### src/rtl/pps_scheduler_pkg.sv
// Shared constants and types for the PPS timebase / event scheduler.
// Optional build macro used by this block: PPS_SCHED_TIMESTAMP_EN.
package pps_sched_pkg;

    localparam int unsigned DEFAULT_DIV = 1000000;
    localparam int unsigned MAX_NCHAN   = 8;
    localparam int unsigned CHAN_W      = 3;

    typedef enum logic [0:0] {
        IDLE,
        PRESENT
    } arb_state_t;

endpackage

### src/rtl/pps_scheduler_if.sv
// Interrupt presentation handshake between the scheduler and the processing system.
interface pps_scheduler_if;
    import pps_sched_pkg::*;

    logic              irq_valid;
    logic [CHAN_W-1:0] irq_chan;
    logic [31:0]       irq_ts;
    logic              irq_ready;

    modport master (output irq_valid, output irq_chan, output irq_ts, input irq_ready);
    modport slave  (input irq_valid, input irq_chan, input irq_ts, output irq_ready);

endinterface

### src/rtl/pps_scheduler_rr_arbiter.sv
// Combinational round-robin pick: lowest requesting index at or above ptr,
// wrapping to the lowest requesting index overall.
module rr_arbiter
#(
    parameter int NCHAN = 4
)(
    input  logic [NCHAN-1:0]                  req,
    input  logic [pps_sched_pkg::CHAN_W-1:0]  ptr,
    output logic [pps_sched_pkg::CHAN_W-1:0]  grant_idx,
    output logic                              any_req
);
    import pps_sched_pkg::*;

    always_comb begin
        grant_idx = '0;
        any_req   = |req;
        // Wrapped candidate first; a hit at or above ptr then overrides it.
        for (int j = NCHAN - 1; j >= 0; j--) begin
            if (req[j]) grant_idx = CHAN_W'(j);
        end
        for (int j = NCHAN - 1; j >= 0; j--) begin
            if (req[j] && (CHAN_W'(j) >= ptr)) grant_idx = CHAN_W'(j);
        end
    end

endmodule

### src/rtl/pps_scheduler.sv
// Programmable PPS divider, periodic channel events and round-robin IRQ presentation.
// Build macro PPS_SCHED_TIMESTAMP_EN adds the seconds counter and per-channel stamps.
//
// state   | meaning
// IDLE    | no event presented; grant next pending channel if any
// PRESENT | irq_valid high, channel/stamp held until irq_ready
module pps_scheduler
#(
    parameter int          NCHAN       = 4,
    parameter int          CNT_W       = 32,
    parameter int          PER_W       = 16,
    parameter int unsigned DEFAULT_DIV = pps_sched_pkg::DEFAULT_DIV
)(
    input  logic                   axi_aclk,
    input  logic                   axi_reset,
    input  logic                   enable,
    input  logic [CNT_W-1:0]       cfg_div,
    input  logic                   cfg_load,
    input  logic [NCHAN-1:0]       chan_en,
    input  logic [NCHAN*PER_W-1:0] chan_period,
    output logic                   pps,
    pps_scheduler_if.master        irq,
    output logic [NCHAN-1:0]       ovf,
    input  logic                   ovf_clr
);
    import pps_sched_pkg::*;

    logic [CNT_W-1:0]  shadow;
    logic [CNT_W-1:0]  shadow_nxt;
    logic [CNT_W-1:0]  reload_val;
    logic [CNT_W-1:0]  cnt;
    logic              tick;
    logic [NCHAN-1:0]  fire;
    logic [NCHAN-1:0]  pending;
    logic [NCHAN-1:0]  hs_clr;
    logic              hs;
    logic [CHAN_W-1:0] grant_idx;
    logic              any_req;
    logic [CHAN_W-1:0] rr_ptr;
    logic [CHAN_W-1:0] rr_nxt;
    logic [31:0]       ts_sel;
    arb_state_t        state;
    arb_state_t        state_nxt;
    logic              valid_nxt;
    logic [CHAN_W-1:0] chan_nxt;
    logic [31:0]       ts_nxt;

    // A load in the reload cycle itself already takes effect; zero divisor means one.
    assign shadow_nxt = cfg_load ? cfg_div : shadow;
    assign reload_val = (shadow_nxt == '0) ? '0 : shadow_nxt - 1'b1;
    assign tick       = enable && (cnt == '0);

    always_ff @(posedge axi_aclk) begin
        if (axi_reset) begin
            shadow <= CNT_W'(DEFAULT_DIV);
            cnt    <= CNT_W'(DEFAULT_DIV - 1);
            pps    <= 1'b0;
        end else begin
            shadow <= shadow_nxt;
            pps    <= tick;
            if (!enable || tick) cnt <= reload_val;
            else                 cnt <= cnt - 1'b1;
        end
    end

    for (genvar i = 0; i < NCHAN; i++) begin : g_chan
        logic [PER_W-1:0] per;
        logic [PER_W-1:0] ccnt;

        assign per     = chan_period[i*PER_W +: PER_W];
        assign fire[i] = tick && chan_en[i] && (ccnt == '0);

        always_ff @(posedge axi_aclk) begin
            if (axi_reset || !chan_en[i]) ccnt <= '0;
            else if (fire[i])             ccnt <= (per == '0) ? '0 : per - 1'b1;
            else if (tick)                ccnt <= ccnt - 1'b1;
        end
    end

    always_comb begin
        hs_clr = '0;
        for (int i = 0; i < NCHAN; i++) begin
            hs_clr[i] = hs && (irq.irq_chan == CHAN_W'(i));
        end
    end

    // A fire on the handshake cycle re-arms the bit instead of flagging overflow.
    always_ff @(posedge axi_aclk) begin
        if (axi_reset) begin
            pending <= '0;
            ovf     <= '0;
        end else begin
            pending <= (pending & ~hs_clr) | fire;
            ovf     <= (ovf & ~{NCHAN{ovf_clr}}) | (fire & pending & ~hs_clr);
        end
    end

`ifdef PPS_SCHED_TIMESTAMP_EN
    logic [31:0] sec_cnt;
    logic [31:0] ts [NCHAN];

    // The stamp counts the tick that caused the fire.
    always_ff @(posedge axi_aclk) begin
        if (axi_reset) begin
            sec_cnt <= '0;
            for (int i = 0; i < NCHAN; i++) ts[i] <= '0;
        end else begin
            if (tick) sec_cnt <= sec_cnt + 1'b1;
            for (int i = 0; i < NCHAN; i++) begin
                if (fire[i]) ts[i] <= sec_cnt + 1'b1;
            end
        end
    end

    always_comb begin
        ts_sel = '0;
        for (int i = 0; i < NCHAN; i++) begin
            if (grant_idx == CHAN_W'(i)) ts_sel = ts[i];
        end
    end
`else
    assign ts_sel = '0;
`endif

    rr_arbiter #(.NCHAN(NCHAN)) u_rr_arbiter (
        .req       (pending),
        .ptr       (rr_ptr),
        .grant_idx (grant_idx),
        .any_req   (any_req)
    );

    always_comb begin
        state_nxt = state;
        valid_nxt = irq.irq_valid;
        chan_nxt  = irq.irq_chan;
        ts_nxt    = irq.irq_ts;
        rr_nxt    = rr_ptr;
        hs        = 1'b0;
        case (state)
            IDLE: begin
                if (any_req) begin
                    state_nxt = PRESENT;
                    valid_nxt = 1'b1;
                    chan_nxt  = grant_idx;
                    ts_nxt    = ts_sel;
                end
            end
            PRESENT: begin
                if (irq.irq_ready) begin
                    hs        = 1'b1;
                    state_nxt = IDLE;
                    valid_nxt = 1'b0;
                    rr_nxt    = (irq.irq_chan == CHAN_W'(NCHAN - 1)) ? '0 : irq.irq_chan + 1'b1;
                end
            end
            default: state_nxt = IDLE;
        endcase
    end

    always_ff @(posedge axi_aclk) begin
        if (axi_reset) begin
            state         <= IDLE;
            irq.irq_valid <= 1'b0;
            irq.irq_chan  <= '0;
            irq.irq_ts    <= '0;
            rr_ptr        <= '0;
        end else begin
            state         <= state_nxt;
            irq.irq_valid <= valid_nxt;
            irq.irq_chan  <= chan_nxt;
            irq.irq_ts    <= ts_nxt;
            rr_ptr        <= rr_nxt;
        end
    end

endmodule
### src/flat_wrapper.sv
// flat-port wrapper written by rule: the top's interface ports become plain ports
module pps_scheduler_flat import pps_sched_pkg::*;
#(
    parameter int          NCHAN       = 4,
    parameter int          CNT_W       = 32,
    parameter int          PER_W       = 16,
    parameter int unsigned DEFAULT_DIV = pps_sched_pkg::DEFAULT_DIV
)
  (axi_aclk, axi_reset, enable, cfg_div, cfg_load, chan_en, chan_period, pps, ovf, ovf_clr, irq_irq_valid, irq_irq_chan, irq_irq_ts, irq_irq_ready);
  pps_scheduler_if irq_i ();
  input  logic axi_aclk;
  input  logic axi_reset;
  input  logic enable;
  input  logic [CNT_W-1:0] cfg_div;
  input  logic cfg_load;
  input  logic [NCHAN-1:0] chan_en;
  input  logic [NCHAN*PER_W-1:0] chan_period;
  output logic pps;
  output logic [NCHAN-1:0] ovf;
  input  logic ovf_clr;
  output wire logic [$bits(irq_i.irq_valid)-1:0] irq_irq_valid;
  output wire logic [$bits(irq_i.irq_chan)-1:0] irq_irq_chan;
  output wire logic [$bits(irq_i.irq_ts)-1:0] irq_irq_ts;
  input wire logic [$bits(irq_i.irq_ready)-1:0] irq_irq_ready;
  assign irq_irq_valid = irq_i.irq_valid;
  assign irq_irq_chan = irq_i.irq_chan;
  assign irq_irq_ts = irq_i.irq_ts;
  assign irq_i.irq_ready = irq_irq_ready;
  pps_scheduler #(.NCHAN(NCHAN), .CNT_W(CNT_W), .PER_W(PER_W), .DEFAULT_DIV(DEFAULT_DIV)) u_core (.axi_aclk(axi_aclk), .axi_reset(axi_reset), .enable(enable), .cfg_div(cfg_div), .cfg_load(cfg_load), .chan_en(chan_en), .chan_period(chan_period), .pps(pps), .irq(irq_i), .ovf(ovf), .ovf_clr(ovf_clr));
endmodule
### config.mk
export PLATFORM = sky130hd
export DESIGN_NAME = pps_scheduler_flat
export DESIGN_NICKNAME = d
export VERILOG_FILES = /design/src/rtl/pps_scheduler_pkg.sv /design/src/rtl/pps_scheduler_if.sv /design/src/rtl/pps_scheduler_rr_arbiter.sv /design/src/rtl/pps_scheduler.sv /design/src/flat_wrapper.sv
export SDC_FILE = /design/constraint.sdc
export NUM_CORES = 1
export LEC_CHECK = 0
export BUFFER_PORTS_ARGS = -buffer_cell sky130_fd_sc_hd__buf_2
export CAP_MARGIN = 10
export CORE_MARGIN = 2
export CORE_UTILIZATION = 35
export DETAILED_ROUTE_END_ITERATION = 7
export HOLD_SLACK_MARGIN = 0.15
export SKIP_LAST_GASP = 1
export SYNTH_ARGS = -nofsm -noshare
export SYNTH_HDL_FRONTEND = slang
export SYNTH_SLANG_ARGS = --single-unit
### constraint.sdc
create_clock -name axi_aclk -period 8.2 [get_ports axi_aclk]
set_input_delay 1.23 -clock axi_aclk [delete_from_list [all_inputs] [get_ports axi_aclk]]
set_output_delay 1.23 -clock axi_aclk [all_outputs]
set_load 0.02 [all_outputs]
==> results.cfg, run 1 <==
[setup_path]
cp-end-kind = flop
start_kind = input pin
critPathKind = in2reg
path_max_fanout = 85
worst_ep_required_time_ns = 8.49
slowest_stage = nor4_1
path_cells = buf_2 -> buf_4 -> mux2i_1 -> ha_1 -> o211ai_1 -> nor4_1 -> a31oi_1 -> buf_4 -> nand2b_1 -> o22ai_1
cp_slowest_stage_delay_ns = 0.81
cp.arrival_ns = 4.56
crit_top_cell = buf_4

[logic_synthesis]
synth_cell_type_count = 70
syn_area_per_cell_um2 = 7.73
ys_ff_latch = 143
ys_warn_count = 0
async_flop_share = 0
syn_inst = 1269
synth_enable_flop_cells = 0
ys_seq_area_frac = 0.292
synthTopCellsByArea = dfxtp_1 (29%), nor2_1 (5.7%), xnor2_1 (5.6%)
synth_area_um2 = 9810
synth_top_area_frac = 0.292
synth_largest_area_cell = dfxtp_1
synthFlopType = dfxtp_1

[finish]
layout_common_cells = nor2_1 (149), dfxtp_1 (143), buf_2 (113)
seq_area_um2 = 2860
fillers = 2866
syn_to_final_growth_pct = 14.1
fin_area_um2 = 11200
finalNetCount = 1483
final_common_cell = nor2_1
final_layout_size_suffix_gt1_frac = 0.133
antennaDiodeCount = 0
multi_input_area_um2 = 6500
fin_util = 0.404

[global_routing]
groute.usage.overall = 0.183
grt_max_degree = 86
grt_pass1_wl_mm = 43.7
grt_pass1_vias = 8741
overflow = 0
antenna_found_initial = 0

[placement]
io_buffers = 113
dp_hpwl_mm = 19.8
place_area_um2 = 10600
place_congestion = 0.839

[route]
drt_first_iter_violations = 652
ant_nets = 0
firstDrtPassIters = 6
wire_per_inst_um = 15.5
wirelength_mm = 27.2
avgViaCountPerCell = 5.45
vias = 9525
drc = 0

[sta]
slew_headroom = 0.331
hold_viol = 0
min_period_ns = 4.28
fmax_mhz = 234
setup-tns-final_ns = 0
rsz0062_at_grt = no
setup_violations = 0
finalCritPeriodShare = 0.521
maxSlewViolCount = 0
fin_worst_skew_ns = 0.0116
tightest_slew_ns = 0.995

[cts]
cts_sinks = 143
h-tree-depth = 4
post_cts_buffers = 0
cts-root-buf = clkbuf_16
clk_latency_ns = 0.43
holdBufCountCts = 0
cts_tree = yes
cts_buffer_depth = 2
cts_buffers = 17
cts_resized = 0
path_clk_slew_ns = 0.06

[pwr]
clkPwrFrac = 0.442
swShare = 0.272
p_leak_nw = 4.20
peakVddDrop_uv = 106
combPwrFrac = 0.140
p_per_area_nw_per_um2 = 157
power_mw = 1.75
p_switching_mw = 0.476
p_int_mw = 1.28
seq_power_share = 0.418

[status]
status = complete, no violations

[die]
fp.dieH_um = 171
io_pins = 147
rows = 61
die-area_um2 = 29400
initial_core_util = 0.354
core_um2 = 27700
die_w_um = 171

[worst_hold_path]
hold_path.class = reg2reg

[flow_run]
maxCapViolations = 0
## power by group through the flow
stage	Sequential (mW)	Combinational [mW]	Clock, mW
floorplan	0.743	0.173	0
global placement	0.747	0.242	0
detailed placement	0.748	0.242	0
CTS	0.732	0.244	0.786
global route	0.735	0.270	0.823
finish	0.733	0.246	0.775
## metal layers
metal / vias up / track usage / wire length (um)
li1: 4771 / - / -
met1: 4446 / 0.249 / 13100
met2: 275 / 0.297 / 12300
met3: 33 / 0.0318 / 1320
met4: 0 / 0.0553 / 505
met5: - / 0 / 0
## worst paths after layout
check	from	end	slack, ns	depth (start not counted)
setup / recovery	cfg_load	u_core.cnt[21]	3.92	10
hold / removal	u_core.g_chan[0].ccnt[6]	u_core.g_chan[0].ccnt[6]	0.47	2
setup reg to reg	u_core.cnt[27]	u_core.g_chan[2].ccnt[8]	4.90	5
hold reg to reg	u_core.g_chan[0].ccnt[6]	u_core.g_chan[0].ccnt[6]	0.47	2
## Yosys cell counts, types with 31 or more instances
cell type / n
a21oi_1: 62
buf_4: 33
clkbuf_1: 42
dfxtp_1: 143
inv_1: 31
mux2i_1: 39
nand2_1: 88
nand3_1: 33
nor2_1: 149
nor3_1: 81
nor4_1: 48
o21ai_0: 55
xnor2_1: 63
xor2_1: 51
## per-stage QoR
step / hold slack (ns) / instances / setup WS, ns
2_1_floorplan: 0.442 / 1301 / 3.16
3_3_place_gp: 0.457 / 1717 / 3.64
3_5_place_dp: 0.457 / 1717 / 3.54
4_1_cts: 0.465 / 1748 / 3.97
5_1_grt: 0.489 / 1748 / 3.66
6_report: 0.466 / 1748 / 3.92
## kinds of logic (layout without fill, tap and decap cells)
logic type,after synthesis,count (layout),share of synthesized area
simple gates,566,566,0.300
compound gates,266,266,0.178
flops,143,143,0.292
buf+inv,118,187,0.0602
xor+xnor,114,114,0.102
mux,42,42,0.0432
fa+ha+maj,19,19,0.0242
other cells,1,33,0.000382
## registers in the layout, indices dropped and copies added, names as in the netlist
register	cells
u_core.shadow	32
u_core.irq.irq_chan	2
u_core.irq.irq_valid	1
u_core.cnt	32
u_core.rr_ptr	2
u_core.state	1
u_core.pps	1
u_core.g_chan.ccnt	64
u_core.pending	4
u_core.ovf	4
## final cells by class
cell class,instances,share of cell area
inverter,31,0.0104
sequential,143,0.256
clock inverter,10,0.0101
clock buffer,21,0.0420
multi-input combinational,1040,0.581
timing repair buffer,125,0.0586
tap,378,0.0423
## critical path, delay by kind of cell
kind / cells / cell delay (ns)
AO/OA/AOI/OAI: 3 / 0.51
buffers and inverters: 3 / 1.02
adder cells (fa/ha/maj): 1 / 0.28
multiplexers: 1 / 0.37
AND/OR/NAND/NOR: 2 / 1.13
Power figures use the tool's default switching activity.
==> inputs of run 2 (changes only) <==
clock period = 4.3 ns   (was 8.2 ns; I/O delays follow)
==> results.cfg, run 2 (same netlist as run 1, synthesis figures left out) <==
[cts]
cts-root-buf = clkbuf_16
cts_sinks = 143
cts_resized = 0
h-tree-depth = 4
clk_latency_ns = 0.42
holdBufCountCts = 0
path_clk_slew_ns = 0.06
cts_buffers = 17
cts_buffer_depth = 2
post_cts_buffers = 0
cts_tree = yes

[sta]
fin_worst_skew_ns = 0.0127
hold_viol = 0
slew_headroom = 0.366
setup-tns-final_ns = 0
setup_violations = 0
rsz0062_at_grt = no
fmax_mhz = 309
finalCritPeriodShare = 0.753
min_period_ns = 3.24
maxSlewViolCount = 0
tightest_slew_ns = 0.946

[finish]
top_register = u_core.g_chan.ccnt
fillers = 2881
fin_util = 0.406
antennaDiodeCount = 0
syn_to_final_growth_pct = 14.5
largest_reg_flops = 64
largestRegisters = u_core.g_chan.ccnt: 64 flops, u_core.cnt: 32 flops, u_core.shadow: 32 flops
multi_input_area_um2 = 6510
finalNetCount = 1487
final_common_cell = nor2_1
layout_common_cells = nor2_1 (149), dfxtp_1 (143), buf_2 (113)
final_layout_size_suffix_gt1_frac = 0.137
fin_area_um2 = 11200
seq_area_um2 = 2860

[setup_path]
rr_startpoint = u_core.cnt[26]
cp-end-kind = flop
startpoint = u_core.cnt[26]
r2r_end = u_core.g_chan[3].ccnt[12]
critPathKind = reg2reg
worstRegToRegCells = 6
cp.arrival_ns = 3.53
ff2ff_setup_slack_ns = 1.06
worst_ep_required_time_ns = 4.59
path_max_fanout = 15
crit_path_end = u_core.g_chan[3].ccnt[12]
start_kind = flop

[global_routing]
grt_pass1_wl_mm = 43.6
antenna_found_initial = 0
grt_max_degree = 60
grt_pass1_vias = 8828
overflow = 0
groute.usage.overall = 0.182

[placement]
dp_hpwl_mm = 19.8
io_buffers = 113
place_congestion = 0.899
place_area_um2 = 10700

[die]
die_w_um = 171
rows = 61
io_pins = 147
die-area_um2 = 29400
initial_core_util = 0.354
core_um2 = 27700
fp.dieH_um = 171

[pwr]
peakVddDrop_uv = 214
p_leak_nw = 4.22
p_per_area_nw_per_um2 = 299

[route]
wirelength_mm = 27.0
vias = 9514
ant_nets = 0
drt_first_iter_violations = 686
avgViaCountPerCell = 5.43
firstDrtPassIters = 5
drc = 0
wire_per_inst_um = 15.4

[worst_hold_path]
hold_path.class = reg2reg

[flow_run]
maxCapViolations = 0

[status]
status = complete, no violations
-- run 2: changes by cell type in the layout (fill, tap and decap cells not counted), sizes merged --
cell	change
buf	+4
clkinv	-2
clkinvlp	+1
-- run 2: worst min-delay path by stage --
stage,startpoint,end,slack [ns],cells past startpoint
after floorplan,u_core.g_chan[0].ccnt[6],u_core.g_chan[0].ccnt[6],0.44,2
after global placement,u_core.g_chan[0].ccnt[6],u_core.g_chan[0].ccnt[6],0.45,2
after detailed placement,u_core.ovf[3],u_core.ovf[3],0.46,2
after CTS,u_core.ovf[3],u_core.ovf[3],0.47,2
after global routing,u_core.ovf[3],u_core.ovf[3],0.49,2
final,u_core.ovf[3],u_core.ovf[3],0.46,2
-- run 2: stage by stage --
step,hold slack [ns],std cells,worst slack (ns),power (mW)
5_1_grt,0.490,1751,0.752,3.50
3_5_place_dp,0.460,1721,0.933,1.89
2_1_floorplan,0.442,1301,0.0990,1.75
4_1_cts,0.469,1751,1.05,3.39
6_report,0.465,1751,1.06,3.36
3_3_place_gp,0.453,1721,0.982,1.89
-- run 2: critical path: stages, from the launching register on --
cell	delay, ns
dfxtp_1	0.34
or4_1	0.62
or4_4	0.64
or4_1	0.88
o21a_1	0.30
a311oi_1	0.27
nor2_1	0.06
-- run 2: layout make-up --
| class | count | area share |
|---|---|---|
| clock buffer | 21 | 0.0427 |
| clock inverter | 9 | 0.00980 |
| inverter | 31 | 0.0104 |
| multi-input combinational | 1040 | 0.579 |
| sequential | 143 | 0.255 |
| tap | 378 | 0.0421 |
| timing repair buffer | 129 | 0.0610 |
-- run 2: routing by layer --
metal,up-vias,GRT usage,part of all wire
met4,0,0.0483,0.014
met2,281,0.295,0.45
met5,-,0,0
met1,4414,0.248,0.49
li1,4791,-,-
met3,28,0.0336,0.050
-- run 2: report_power, final --
part,leakage (nW),switching (mW),internal (mW)
Clock,0.271,0.587,0.908
Sequential,1.16,0.0336,1.36
Combinational,2.79,0.288,0.181
Total,4.22,0.909,2.45
